`src/rtl/gate_mux_rr_scheduler.sv`:
```
// Round-robin scheduler that time-shares one mux-built AND/OR/NOT unit among N requesters.
// Each accepted operation returns after LAT cycles, tagged with the requester index.
module gate_mux_rr_scheduler #(
    parameter  int N   = 4,
    parameter  int W   = 8,
    parameter  int LAT = 2,
    localparam int IDW = $clog2(N)
) (
    input  logic             clk,
    input  logic             rst,
    input  logic [N-1:0]     req_valid,
    output logic [N-1:0]     req_ready,
    input  logic [2*N-1:0]   req_op,
    input  logic [N*W-1:0]   req_a,
    input  logic [N*W-1:0]   req_b,
    output logic             resp_valid,
    input  logic             resp_ready,
    output logic [IDW-1:0]   resp_id,
    output logic [W-1:0]     resp_data,
    output logic             busy
);

    typedef enum logic [1:0] {IDLE, BUSY, RESP} state_t;

    state_t         state_q, state_d;
    logic [IDW-1:0] ptr_q, ptr_d;
    logic [3:0]     cnt_q, cnt_d;
    logic [1:0]     op_q, op_d;
    logic [W-1:0]   a_q, a_d;
    logic [W-1:0]   b_q, b_d;
    logic [IDW-1:0] respId_q, respId_d;
    logic [W-1:0]   respData_q, respData_d;

    logic           grantFound;
    logic [IDW-1:0] grantId;
    logic [IDW-1:0] scanId;
    logic [1:0]     selOp;
    logic [W-1:0]   selA;
    logic [W-1:0]   selB;
    logic [N-1:0]   readyVec;

    // Every result bit is a 2:1 mux selected by the matching bit of a.
    function automatic logic [W-1:0] muxGate(input logic [1:0] op,
                                             input logic [W-1:0] a,
                                             input logic [W-1:0] b);
        logic [W-1:0] r;
        r = '0;
        for (int i = 0; i < W; i++) begin
            case (op)
                2'b00:   r[i] = a[i] ? b[i]  : 1'b0;
                2'b01:   r[i] = a[i] ? 1'b1  : b[i];
                2'b10:   r[i] = a[i] ? 1'b0  : 1'b1;
                default: r[i] = a[i] ? ~b[i] : ~b[i];
            endcase
        end
        return r;
    endfunction

    // Scan ptr, ptr+1, ... (mod N) and pick the first valid requester.
    always_comb begin
        grantFound = 1'b0;
        grantId    = '0;
        scanId     = '0;
        selOp      = '0;
        selA       = '0;
        selB       = '0;
        for (int k = 0; k < N; k++) begin
            scanId = IDW'((int'(ptr_q) + k) % N);
            if (!grantFound && req_valid[scanId]) begin
                grantFound = 1'b1;
                grantId    = scanId;
            end
        end
        for (int i = 0; i < N; i++) begin
            if (grantId == IDW'(i)) begin
                selOp = req_op[2*i +: 2];
                selA  = req_a[i*W +: W];
                selB  = req_b[i*W +: W];
            end
        end
    end

    always_comb begin
        state_d    = state_q;
        ptr_d      = ptr_q;
        cnt_d      = cnt_q;
        op_d       = op_q;
        a_d        = a_q;
        b_d        = b_q;
        respId_d   = respId_q;
        respData_d = respData_q;
        readyVec   = '0;
        case (state_q)
            IDLE: begin
                if (grantFound) begin
                    readyVec[grantId] = 1'b1;
                    op_d     = selOp;
                    a_d      = selA;
                    b_d      = selB;
                    respId_d = grantId;
                    ptr_d    = IDW'((int'(grantId) + 1) % N);
                    cnt_d    = 4'(LAT - 1);
                    if (LAT > 1) begin
                        state_d = BUSY;
                    end else begin
                        state_d    = RESP;
                        respData_d = muxGate(selOp, selA, selB);
                    end
                end
            end
            BUSY: begin
                if (cnt_q == 4'd1) begin
                    state_d    = RESP;
                    respData_d = muxGate(op_q, a_q, b_q);
                end else begin
                    cnt_d = 4'(cnt_q - 4'd1);
                end
            end
            RESP: begin
                if (resp_ready) begin
                    state_d = IDLE;
                end
            end
            default: state_d = IDLE;
        endcase
    end

    // Reset wins over any handshake and drops an in-flight result.
    always_ff @(posedge clk) begin
        if (rst) begin
            state_q    <= IDLE;
            ptr_q      <= '0;
            cnt_q      <= '0;
            op_q       <= '0;
            a_q        <= '0;
            b_q        <= '0;
            respId_q   <= '0;
            respData_q <= '0;
        end else begin
            state_q    <= state_d;
            ptr_q      <= ptr_d;
            cnt_q      <= cnt_d;
            op_q       <= op_d;
            a_q        <= a_d;
            b_q        <= b_d;
            respId_q   <= respId_d;
            respData_q <= respData_d;
        end
    end

    assign req_ready  = readyVec;
    assign resp_valid = (state_q == RESP);
    assign busy       = (state_q != IDLE);
    assign resp_id    = respId_q;
    assign resp_data  = respData_q;

endmodule
```
`config.mk`:
```
export PLATFORM = sky130hd
export DESIGN_NAME = gate_mux_rr_scheduler
export DESIGN_NICKNAME = d
export VERILOG_FILES = /design/src/rtl/gate_mux_rr_scheduler.sv
export SDC_FILE = /design/constraint.sdc
export NUM_CORES = 1
export LEC_CHECK = 0
export ABC_AREA = 0
export ABC_CLOCK_PERIOD_IN_PS = 6000
export CORE_UTILIZATION = 47
export CTS_CLUSTER_DIAMETER = 50
export DETAILED_ROUTE_END_ITERATION = 10
export GPL_ROUTABILITY_DRIVEN = 0
export PLACE_DENSITY = 0.87
export SYNTH_ARGS = -nofsm -noshare
export SYNTH_HDL_FRONTEND = slang
export SYNTH_SLANG_ARGS = --single-unit
```
`constraint.sdc`:
```
create_clock -name clk -period 6 [get_ports clk]
set_input_delay 0.6 -clock clk [delete_from_list [all_inputs] [get_ports clk]]
set_output_delay 0.6 -clock clk [all_outputs]
set_load 0.1 [all_outputs]
```
==> flow_summary.toml <==
[status]
outcome = "complete, no violations"

[drt]
highest_layer = "met4"
dr_total_vias = 2369
via_per_inst = 5.71
dr_wl_met3_um = 352
dr_wl_met2_um = 2940
final_antenna_net_count = 0
drt-met1-wl_um = 2690
drt_iter0_drc = 191
wire_per_inst_um = 14.7
drc = 0
firstDrtPassIters = 5
drt_wl_total_um = 6100

[yosys]
synthesis.nets = 355
synth.yosys.seq_area_share = 0.311
synthMuxAreaShare = 0
ys_seq_elements = 36
syn-cell-area_sq_mm = 0.00232
syn_inst = 270
yosys.area_share.simple = 0.237
yosys_warnings = 0
synth_xor_area_frac = 0.00756
synth.distinct_cells = 42
async_flop_share = 0
synth-adder-area-share = 0.0324
synth_edf_count = 0
synth-compound-area-share = 0.332
synth_top_family_by_area = "compound AO/OA/AOI/OAI gates"
synth_area_per_cell_sq_um = 8.59
ys.flop_type = "dfxtp_1"

[pwr]
cell_internal_pwr_mw = 0.582
p_seq_frac = 0.339
p_per_area_mw_per_mm2 = 317
clock_power_share = 0.150
p_comb_frac = 0.512
p_switching_mw = 0.452
ir_drop_v = 0.000190
leakagePower_nw = 1.15
swShare = 0.437

[setup_path]
worstSetupPathType = "input pin to primary output"
path_max_fanout = 21
r2r_setup_slack_ns = 2.83
critPathBufInv = 2
cp.required_ns = 5.40
reg2reg_depth = 9
cp_top_family = "buffers and inverters"
crit_path_max_incr_delay_ns = 1.14
cp.arrival_ns = 3.81
r2r_start = "ptr_q[0]$_SDFFE_PP0P_"
crit_start = "req_valid[0]"
cp_slowest_cell = "clkdlybuf4s50_1"
start_kind = "input pin"
crit_chain = "clkdlybuf4s50_1 > nor2b_1 > nor3_1 > a31oi_1 > nor3_1 > ha_1 > and2_1 > clkdlybuf4s50_1"
reg2reg_to = "a_q[3]$_SDFFE_PP0P_"
end_kind = "primary output"

[floorplan]
initial_utilization = 0.491
core_area_sq_mm = 0.00472
ioPinCount = 95
die_area_sq_mm = 0.00522
num_rows = 25
die_h_um = 72.2
die_w_um = 72.2

[sta]
finalCritPeriodShare = 0.736
hold_violations = 0
fmax_ghz = 0.227
worstMarginPinSlew_ns = 1.03
skew_ns = 0.00554
maxSlewViolCount = 0
tns_ns = 0
slew-limit-headroom = 0.311
hold_slack_ns = 0.454
period_minus_slack_ns = 4.41
grt_setup_unrepaired = "false"
setup_viol = 0

[finish]
syn_to_final_growth_pct = 40.9
drive_gt1_frac = 0.126
finalInstanceArea_sq_mm = 0.00327
fillCellCount = 393
nets = 433
n_antenna_cell = 0
final_util = 0.692

[clocking]
post_cts_buffers = 0
root_buffer = "clkbuf_8"
cts_hold_buf = 0
cts_max_path_buffers = 2
cts_inserted_buffers = 5
cts.sinks = 36
insertion_delay_ns = 0.28
path_clk_slew_ns = 0.06
post_cts_resized = 0
cts_tree = "built"
htree_levels = 2

[grt]
groute.usage.overall = 0.242
grt_pass1_vias = 2209
grt_start_max_net_pins = 44
antenna_found_initial = 0
grt_pass1_wl_um = 10100
grt-ovfl-total = 0

[hold_path]
min-delay-start = "resp_data[1]$_SDFFE_PP0P_"
hp-class = "register to register"
whs_path_depth = 2
holdPathEnd = "resp_data[1]$_SDFFE_PP0P_"

[placement]
port_buffers = 94
hpwl_um = 4680
dpl_cell_area_sq_mm = 0.00319

[run]
max_cap_viol_count = 0
==> cells in the final DEF, fill, tap and decap left out, types with 3 or more instances in the layout <==
cell,synthesis,final
a211o_1,8,8
a21oi_1,14,14
a21oi_2,16,16
a221oi_1,17,17
and2_1,3,3
clkbuf_8,0,5
clkdlybuf4s50_1,0,94
dfxtp_1,36,36
ha_1,6,6
inv_1,6,6
nand2_1,14,14
nand2_2,16,16
nand3b_1,3,3
nor2_1,7,7
nor2b_1,13,13
nor3_1,5,5
o2111ai_1,10,10
o211ai_1,9,9
o22ai_1,18,18
or3_1,19,19
==> layout make-up <==
cell class	count	area, sq um	area share
flip-flops and latches	36	721	0.221
clock buffers	6	72.6	0.0222
clock inverters	1	5.00	0.00153
repair buffers	95	948	0.290
well taps	67	83.8	0.0257
inverters	6	22.5	0.00689
multi-input cells	204	1410	0.433
==> flip-flops by register name, summed over array words and instances, names as in the netlist <==
| signal | cells |
|---|---|
| a_q | 8 |
| b_q | 8 |
| resp_data | 8 |
| cnt_q | 4 |
| op_q | 2 |
| ptr_q | 2 |
| resp_id | 2 |
| state_q | 2 |
==> per-stage QoR <==
stage / setup WS [ns] / std cells / total power [mW]
6_report: 1.59 / 415 / 1.03
2_1_floorplan: 2.49 / 270 / 0.764
3_3_place_gp: 1.72 / 408 / 0.861
5_1_grt: 1.42 / 415 / 1.10
3_5_place_dp: 1.64 / 408 / 0.877
4_1_cts: 1.62 / 415 / 1.03
==> cells by family (layout without fill, tap and decap cells) <==
family                     Yosys count  after routing
AOI/OAI and AO/OA                  102            102
xor gates and xnor gates             2              2
adders and majority gates            6              6
buffers and inverters               30            108
DFF                                 36             36
and+or+nand+nor                     94             94
==> cells in the mapped netlist (all sizes together) (2+ instances only) <==
master / instances / area, sq um
xor2: 2 / 17.5
nor2b: 13 / 81.3
o211ai: 9 / 67.6
nand2b: 3 / 26.3
nor4: 2 / 12.5
dfxtp: 36 / 721
a221oi: 17 / 149
buf: 12 / 116
o2111ai: 10 / 87.6
o31ai: 2 / 15.0
nand3b: 3 / 22.5
clkbuf: 12 / 45.0
nor3: 5 / 25.0
or3: 19 / 119
nor2: 7 / 26.3
and2: 3 / 18.8
o21ai: 2 / 10.0
nand2: 30 / 153
o22ai: 18 / 113
inv: 6 / 22.5
nand3: 2 / 10.0
a211o: 8 / 70.1
ha: 6 / 75.1
a21oi: 30 / 210
or2: 3 / 21.3
==> power by group through the flow <==
stage                     clock network [mW]  logic [mW]  registers, mW
after detailed placement                   0       0.524          0.353
after CTS                              0.158       0.527          0.349
final                                  0.155       0.529          0.350
after global routing                   0.166       0.575          0.358
after global placement                     0       0.513          0.349
after floorplan                            0       0.403          0.361
==> worst reg2reg max path, cell delays in order, from the launching register on <==
cell and delay (ns):
dfxtp_1 0.32, nor2b_1 0.17, nor3_1 0.07, a31oi_1 0.30
nor3_1 0.12, ha_1 0.44, nor2b_1 0.89, a221oi_1 0.28
or3_1 0.39, a21oi_2 0.13
==> worst max-delay path by stage <==
stage	slack, ns	depth (start not counted)	endpoint
after CTS	1.62	8	req_ready[1]
after global routing	1.42	8	req_ready[1]
final	1.59	8	req_ready[1]
after floorplan	2.49	8	req_ready[3]
after detailed placement	1.64	8	req_ready[1]
after global placement	1.72	8	req_ready[1]
==> per-layer routing <==
| metal | up-vias | track usage |
|---|---|---|
| met1 | 1065 | 0.316 |
| li1 | 1188 | - |
| met4 | 0 | 0.0871 |
| met2 | 102 | 0.406 |
| met3 | 14 | 0.0375 |
| met5 | - | 0 |
Power figures use the tool's default switching activity.
